File: src/rtl/branch_fifo_pkg.sv
// Shared definitions for the branch backup FIFO: default geometry,
// pointer-width helper and the push-source select encoding.
package branch_fifo_pkg;

  localparam int BFIFO_WIDTH_DEF = 11;
  localparam int BFIFO_DEPTH_DEF = 4;

  // Pointer width for a power-of-two depth; never narrower than one bit.
  function automatic int bfifo_ptr_w(input int depth);
    return (depth <= 2) ? 1 : $clog2(depth);
  endfunction

  // Which candidate bus feeds the push data.
  typedef enum logic {
    SRC_I1 = 1'b0,
    SRC_I2 = 1'b1
  } bfifo_src_e;

endpackage

File: src/rtl/bfifo_ptr_ctrl.sv
// Pointer, occupancy and sticky-flag bookkeeping for the branch backup FIFO.
// Decides which pushes/pops are honoured and hands write/read strobes and
// addresses to the storage in the top level.
module bfifo_ptr_ctrl
  import branch_fifo_pkg::*;
#(
  parameter int DEPTH = BFIFO_DEPTH_DEF,
  parameter int CNT_W = $clog2(DEPTH) + 1,
  parameter int PTR_W = bfifo_ptr_w(DEPTH)
) (
  input  logic             clk,
  input  logic             reset,
  input  logic             clear,
  input  logic             push,
  input  logic             pop,
  output logic             wr_en,
  output logic             rd_en,
  output logic [PTR_W-1:0] wptr,
  output logic [PTR_W-1:0] rptr,
  output logic [CNT_W-1:0] count,
  output logic             empty,
  output logic             full,
  output logic             overflow,
  output logic             underflow
);

  logic [PTR_W-1:0] r_wptr;
  logic [PTR_W-1:0] r_rptr;
  logic [CNT_W-1:0] r_count;
  logic             r_overflow;
  logic             r_underflow;

  logic             w_empty;
  logic             w_full;
  logic             w_wr;
  logic             w_rd;
  logic             w_ovf_evt;
  logic             w_udf_evt;

  assign w_empty = (r_count == '0);
  assign w_full  = (r_count == CNT_W'(DEPTH));

  // Accept/reject decisions: a full FIFO still takes a push when a pop frees
  // a slot in the same cycle; a pop on empty never bypasses a same-cycle push.
  always_comb begin
    w_wr      = 1'b0;
    w_rd      = 1'b0;
    w_ovf_evt = 1'b0;
    w_udf_evt = 1'b0;
    if (!clear) begin
      w_rd      = pop && !w_empty;
      w_udf_evt = pop && w_empty;
      w_wr      = push && (!w_full || pop);
      w_ovf_evt = push && w_full && !pop;
    end
  end

  // Pointer/count/flag state; clear outranks any same-cycle push or pop.
  always_ff @(posedge clk or posedge reset) begin
    if (reset) begin
      r_wptr      <= '0;
      r_rptr      <= '0;
      r_count     <= '0;
      r_overflow  <= 1'b0;
      r_underflow <= 1'b0;
    end else if (clear) begin
      r_wptr      <= '0;
      r_rptr      <= '0;
      r_count     <= '0;
      r_overflow  <= 1'b0;
      r_underflow <= 1'b0;
    end else begin
      if (w_wr) r_wptr <= r_wptr + PTR_W'(1);
      if (w_rd) r_rptr <= r_rptr + PTR_W'(1);
      r_count <= r_count + CNT_W'(w_wr) - CNT_W'(w_rd);
      if (w_ovf_evt) r_overflow <= 1'b1;
      if (w_udf_evt) r_underflow <= 1'b1;
    end
  end

  assign wr_en     = w_wr;
  assign rd_en     = w_rd;
  assign wptr      = r_wptr;
  assign rptr      = r_rptr;
  assign count     = r_count;
  assign empty     = w_empty;
  assign full      = w_full;
  assign overflow  = r_overflow;
  assign underflow = r_underflow;

endmodule

File: src/rtl/branch_backup_fifo.sv
// Branch backup FIFO: stores the non-predicted-path PC for each predicted
// branch and returns it, oldest first, when recovery pops on a mispredict.
module branch_backup_fifo
  import branch_fifo_pkg::*;
#(
  parameter int WIDTH = BFIFO_WIDTH_DEF,
  parameter int DEPTH = BFIFO_DEPTH_DEF,
  parameter int CNT_W = $clog2(DEPTH) + 1
) (
  input  logic             clk,
  input  logic             reset,
  input  logic             clear,
  input  logic             enable,
  input  logic             select,
  input  logic             push,
  input  logic             pop,
  input  logic [WIDTH-1:0] I1,
  input  logic [WIDTH-1:0] I2,
  output logic [WIDTH-1:0] P,
  output logic [WIDTH-1:0] head,
  output logic [CNT_W-1:0] count,
  output logic             empty,
  output logic             full,
  output logic             overflow,
  output logic             underflow
);

  localparam int PTR_W = bfifo_ptr_w(DEPTH);

  logic [WIDTH-1:0] r_mem [DEPTH];
  logic [WIDTH-1:0] r_p;

  bfifo_src_e       w_src;
  logic [WIDTH-1:0] w_curr;
  logic             w_wr_en;
  logic             w_rd_en;
  logic [PTR_W-1:0] w_wptr;
  logic [PTR_W-1:0] w_rptr;
  logic             w_empty;

  // Source selection: I2 only when select is honoured and low, else I1.
  always_comb begin
    w_src  = (enable && !select) ? SRC_I2 : SRC_I1;
    w_curr = (w_src == SRC_I2) ? I2 : I1;
  end

  bfifo_ptr_ctrl #(
    .DEPTH (DEPTH),
    .CNT_W (CNT_W),
    .PTR_W (PTR_W)
  ) u_ptr_ctrl (
    .clk       (clk),
    .reset     (reset),
    .clear     (clear),
    .push      (push),
    .pop       (pop),
    .wr_en     (w_wr_en),
    .rd_en     (w_rd_en),
    .wptr      (w_wptr),
    .rptr      (w_rptr),
    .count     (count),
    .empty     (w_empty),
    .full      (full),
    .overflow  (overflow),
    .underflow (underflow)
  );

  // Storage array; contents need no reset because head masks empty slots.
  always_ff @(posedge clk) begin
    if (w_wr_en) r_mem[w_wptr] <= w_curr;
  end

  // Pop data register; holds the last popped PC until the next pop/clear.
  always_ff @(posedge clk or posedge reset) begin
    if (reset) begin
      r_p <= '0;
    end else if (clear) begin
      r_p <= '0;
    end else if (w_rd_en) begin
      r_p <= r_mem[w_rptr];
    end
  end

  assign P     = r_p;
  assign head  = w_empty ? '0 : r_mem[w_rptr];
  assign empty = w_empty;

endmodule

File: config.mk
export PLATFORM = sky130hd
export DESIGN_NAME = branch_backup_fifo
export DESIGN_NICKNAME = d
export VERILOG_FILES = /design/src/rtl/branch_fifo_pkg.sv /design/src/rtl/bfifo_ptr_ctrl.sv /design/src/rtl/branch_backup_fifo.sv
export SDC_FILE = /design/constraint.sdc
export NUM_CORES = 1
export LEC_CHECK = 0
export ABC_AREA = 1
export BUFFER_PORTS_ARGS = -buffer_cell sky130_fd_sc_hd__buf_2
export CORE_MARGIN = 2
export CORE_UTILIZATION = 50
export DETAILED_ROUTE_END_ITERATION = 7
export PLACE_DENSITY = 0.74
export SYNTH_ARGS = -nofsm -noshare
export SYNTH_HDL_FRONTEND = slang
export SYNTH_HIERARCHICAL = 1
export SYNTH_SLANG_ARGS = --single-unit
export TNS_END_PERCENT = 20
File: constraint.sdc
create_clock -name clk -period 3.9 [get_ports clk]
set_input_delay 0.78 -clock clk [delete_from_list [all_inputs] [get_ports clk]]
set_output_delay 0.78 -clock clk [all_outputs]
set_load 0.05 [all_outputs]
==> metrics.cfg, run 1 <==
[placement]
numPortBuffers=57
place_congestion=0.724
hpwlAfterDp_um=4210

[sta]
fin_hold_ws_ns=0.413
fin_skew_ns=0.00682
setup_tns_ns=0
setup_viol=0
period_needed_ns=2.80
rsz0062_at_grt=no
finalCritPeriodShare=0.718
relSlewSlack=0.409
worst_slew_pin_slew_ns=0.883
fmax_ghz=0.357
hold_viol=0
slew_viol_final=0

[cts]
post_cts_buffers=0
cts_hold_buf=0
clk_latency_ns=0.34
clk_pin_slew_ns=0.06
cts_tree=built
cts.repair.resized=0
htree_num_levels=3
clockBufferDepth=2
cts_root_buf=clkbuf_8
cts_sinks=64
cts_made_buffers=9

[critical_path]
critPathKind=reg -> out
arrival_ns=2.02
cp-end-kind=primary output
start_kind=flip-flop
cp_num_buf_inv=2
path_cells=inv_1 -> nand3_1 -> nand2_1 -> nor2_1 -> buf_2
worst_path_max_delay_cell=dfrtp_1
max_stage_delay_ns=0.65
crit_path_max_fanout=15
cp.required_ns=3.12
critical_path.top_delay_family=flip-flops

[logic_synthesis]
synth_top_area_share=0.459
synth_area_um2=2880
ys_types=22
synth_top_area_cell=edfxtp_1
synthTopCellsByArea=edfxtp_1, dfrtp_1, nand2_1
ys_seq_area_frac=0.633
async_reset_ff_frac=0.313
synth_xor_xnor_area_share=0.00304
synth_top_family_by_area=simple AND/OR/NAND/NOR gates
synth_compound_area_frac=0.00435
netlist_instances=298
ys.flop_type=edfxtp_1
synthesis.nets=330
ys_ff_latch=64
synth-edff-count=44
synth_most_common_cell=nand2_1
syn_avg_cell_area_um2=9.66
synth_common_cells=nand2_1, nand3_1, edfxtp_1
synth_fa_ha_area_frac=0.0157
yosysWarnings=6
synth-simple-area-share=0.290
muxShareOfSynthArea=0

[final_layout]
area_delta_synth_final_pct=17.3
nets=391
drive_gt1_frac=0.223
fillers=496
diodes=0

[floorplan]
io_pins=58
dieArea_um2=6380
core.rowCount=27
initial_core_util=0.519
die_h_um=79.9
die_x_um=79.9
core-area_um2=5540

[power_and_ir_drop]
p_per_area_nw_per_um2=727
peakVddDrop_mv=0.434
p_leak_uw=0.00161
p_total_uw=2450

[route]
ant_nets=0
routed_wl_um=6040
drt-initial-drc-count=140
first_pass_iters=4
vias_per_cell=4.98
drcViolationCount=0
vias=2170
wire_per_inst_um=13.9

[global_routing]
grt-ovfl-total=0
grt_max_degree=23
grt_pass1_wl_um=9850
antenna_found_initial=0
grt_use_total=0.213
grt_pass1_vias=2047

[min_path]
hold_path_class=in -> async

[run_status]
outcome=completed

[run]
drv_cap=0

[worst register-to-register path, stage by stage, from the launching register on]
cell and delay (ns):
dfrtp_1 0.46, nor2_4 0.18, nand2_2 0.11, nand2_2 0.09, nor2_1 0.05, nor2_1 0.53, nor2_1 0.40, nand3_1 0.24
nand2_1 0.07
[cells by family (layout without fill, tap and decap cells)]
family	after synthesis	after routing
buffers and inverters	33	99
flip-flops	64	64
AO/OA/AOI/OAI	2	2
XOR/XNOR	1	1
adder cells (fa/ha/maj)	3	3
AND/OR/NAND/NOR	195	195
[final timing paths]
kind | start | endpoint | slack [ns] | cells past startpoint
max in group asynchronous | reset | P[1]$_DFFE_PP0P_ | 3.21 | 2
min | reset | u_ptr_ctrl/overflow$_DFFE_PP0P_ | 0.41 | 2
max | u_ptr_ctrl/rptr[1]$_DFFE_PP0P_ | head[0] | 1.10 | 5
min reg2reg | P[4]$_DFFE_PP0P_ | P[4]$_DFFE_PP0P_ | 0.47 | 2
min in group clk | P[4]$_DFFE_PP0P_ | P[4]$_DFFE_PP0P_ | 0.47 | 2
max reg2reg | u_ptr_ctrl/count[1]$_DFF_PP0_ | P[6]$_DFFE_PP0P_ | 1.66 | 8
[flip-flops by register name, indices dropped and copies added, names as in the netlist]
name and cells:
P 11, r_mem 44, u_ptr_ctrl/count 3, u_ptr_ctrl/overflow 1, u_ptr_ctrl/rptr 2, u_ptr_ctrl/underflow 1, u_ptr_ctrl/wptr 2
[area by class of cell]
type,instances,area (um^2),area share
Sequential cell,64,1820,0.540
Multi-Input combinational cell,201,901,0.267
Timing Repair Buffer,62,323,0.0956
Clock buffer,15,156,0.0463
Tap cell,72,90.1,0.0267
Inverter,21,78.8,0.0234
Clock inverter,1,5.00,0.00148
[layer usage]
layer | GRT usage | vias to the layer above | routed length (um)
met3 | 0.0385 | 9 | 356
met2 | 0.318 | 67 | 2720
met1 | 0.297 | 988 | 2860
met4 | 0.112 | 0 | 106
li1 | - | 1106 | -
met5 | 0 | - | 0
[layout by cell type (no fill, tap or decap), drive strengths merged]
cell    synthesis  final
a21oi           1      1
nor3            5      5
fa              1      1
edfxtp         44     44
nand4           5      5
buf            11     62
nand2         113    113
ha              2      2
dfrtp          20     20
clkbuf          1     15
inv            21     21
nand3          49     49
clkinv          0      1
o21a            1      1
nor2           23     23
xor2            1      1
[metrics by stage]
step / instance area (um^2) / utilization / setup slack [ns] / cells
after CTS: 3380 / 0.609 / 1.11 / 436
after global placement: 3210 / 0.580 / 1.48 / 420
after floorplan: 2880 / - / 1.00 / 298
final: 3380 / 0.609 / 1.10 / 436
after detailed placement: 3210 / 0.580 / 1.45 / 420
after global routing: 3380 / 0.609 / 0.905 / 436
[power by group]
part           internal (uW)  switching [uW]  leakage, uW
sequential               814            70.7     0.000665
combinational            240             850     0.000863
clock                    248             231    0.0000817
total                   1300            1150      0.00161
Power figures use the tool's default switching activity.
==> inputs of run 2 (changes only) <==
- CORE_UTILIZATION: 50 -> 49
- PLACE_DENSITY: 0.74 -> 0.75
- clock period: 3.9 -> 2.35 ns (I/O delays scaled with it)
==> metrics.cfg, run 2 (synthesis results as in run 1) <==
[final_layout]
largest_reg_flops=44  ; unchanged
area_delta_synth_final_pct=20.4
drive_gt1_frac=0.274  ; +0.0519
regMostFlops=r_mem
layout_common_cells=nand2_1, buf_2, nand3_1
nets=395  ; +1.0%
utilization=0.622  ; +0.0122
diodes=0  ; unchanged
fillers=474  ; -4.4%
final_common_cell=nand2_1

[sta]
period_needed_ns=2.21
relSlewSlack=0.729  ; +0.320
fmax_ghz=0.452
slew_viol_final=0  ; unchanged
setup_viol=0  ; unchanged
fin_hold_ws_ns=0.118  ; -0.295 ns
finalCritPeriodShare=0.942
hold_viol=0  ; unchanged
fin_skew_ns=0.00791  ; +0.00109 ns
rsz0062_at_grt=no
setup_tns_ns=0  ; unchanged
worst_slew_pin_slew_ns=0.406  ; -0.477 ns

[cts]
post_cts_buffers=0  ; unchanged
cts_hold_buf=0  ; unchanged
clk_latency_ns=0.33  ; about the same
clk_pin_slew_ns=0.06  ; about the same
htree_num_levels=3  ; unchanged
cts_tree=built
cts_root_buf=clkbuf_8
cts_made_buffers=9  ; unchanged
cts_sinks=64  ; unchanged
clockBufferDepth=2  ; unchanged

[floorplan]
core.rowCount=27  ; unchanged
core-area_um2=5570  ; +0.61%
io_pins=58  ; unchanged
die_x_um=80.6  ; +0.96%
dieArea_um2=6500  ; +1.9%
die_h_um=80.6  ; +0.96%
initial_core_util=0.516  ; -0.00315

[critical_path]
critPathKind=reg -> out
start_kind=flip-flop
arrival_ns=1.74  ; -0.28 ns
cp.required_ns=1.88  ; -1.24 ns
rr_worst_depth=12  ; +4
cp-end-kind=primary output
crit_path_max_fanout=7  ; -8

[global_routing]
grt_pass1_vias=2074  ; +1.3%
grt_use_total=0.218  ; +0.00477
grt_pass1_wl_um=10100  ; +2.7%
antenna_found_initial=0  ; unchanged
grt_max_degree=27  ; +17%
grt-ovfl-total=0  ; unchanged

[route]
vias=2215  ; +2.1%
first_pass_iters=5  ; +1
routed_wl_um=6080  ; +0.65%
wire_per_inst_um=13.8  ; -0.27%
ant_nets=0  ; unchanged
vias_per_cell=5.03  ; +1.1%
drcViolationCount=0  ; unchanged
drt-initial-drc-count=148  ; +5.7%

[run]
drv_cap=0  ; unchanged

[min_path]
hold_path_class=in -> async

[power_and_ir_drop]
combinationalPowerShare=0.465  ; +0.021
p_switching_uw=1980  ; +72%
swShare=0.466  ; -0.00373
seqPwrFrac=0.340  ; -0.020
power_frac_clock=0.195  ; about the same
p_leak_uw=0.00163  ; +1.1%
peakVddDrop_mv=0.636  ; +46%
p_int_uw=2270  ; +74%
p_per_area_nw_per_um2=1230  ; +69%

[run_status]
outcome=completed

[placement]
place_congestion=0.770  ; +6.3%
hpwlAfterDp_um=4220  ; +0.21%
numPortBuffers=57  ; unchanged

[run 2: cell types whose count changed in the layout (fill, tap and decap cells not counted), moves of 3 or more]
cell / previous run / this run
buf_4: 5 / 9
clkbuf_1: 5 / 2
buf_2: 57 / 52
nor2_2: 1 / 11
nor2_1: 21 / 11
clkbuf_4: 0 / 5
[run 2: area by class of cell]
type	instances	area [um^2]	area share
multi-input cells	201	926	0.267
inverters	21	82.6	0.0238
repair buffers	66	365	0.105
clock buffers	13	159	0.0459
clock inverters	3	17.5	0.00506
flip-flops and latches	64	1820	0.527
well taps	72	90.1	0.0260
[run 2: worst paths after layout]
kind | from | endpoint | slack, ns
max | u_ptr_ctrl/count[2]$_DFF_PP0_ | head[4] | 0.14
min | reset | u_ptr_ctrl/rptr[1]$_DFFE_PP0P_ | 0.12
max reg2reg | u_ptr_ctrl/count[1]$_DFF_PP0_ | u_ptr_ctrl/count[2]$_DFF_PP0_ | 0.26
min reg2reg | P[2]$_DFFE_PP0P_ | P[2]$_DFFE_PP0P_ | 0.48
max in group asynchronous | reset | u_ptr_ctrl/count[1]$_DFF_PP0_ | 1.94
min in group clk | clear | u_ptr_ctrl/count[0]$_DFF_PP0_ | 0.40
[run 2: critical path, cell delays in order (launching register included)]
cell        delay [ns]
dfrtp_2           0.41
inv_1             0.08
nand2_2           0.14
clkinvlp_4        0.19
buf_4             0.22
nor2_2            0.12
clkbuf_4          0.23
[run 2: timing repair]
item	in CTS	in global routing
hold endpoints to repair	0	0
endpoints found under the setup margin	0	6
resized for setup	0	7
[run 2: power by group through the flow]
stage	logic [uW]	clock network (uW)	registers, uW
6_report	1980	827	1440
2_1_floorplan	1210	0	1770
5_1_grt	2130	910	1460
3_3_place_gp	1910	0	1460
3_5_place_dp	1940	0	1470
4_1_cts	1950	850	1440
[run 2: stage by stage]
stage               setup WS, ns  power [uW]  area, um^2  std cells
global placement           0.256        3370        3270        424
floorplan                -0.0542        2980        2910        298
detailed placement         0.122        3400        3270        424
global route              0.0343        4500        3460        440
CTS                       0.0600        4240        3450        440
finish                     0.136        4250        3460        440
[run 2: layer usage]
metal | vias to the layer above | routed length [um] | track usage
li1 | 1113 | - | -
met3 | 10 | 359 | 0.0573
met5 | - | 0 | 0
met4 | 0 | 108 | 0.0932
met2 | 76 | 2850 | 0.321
met1 | 1016 | 2760 | 0.304
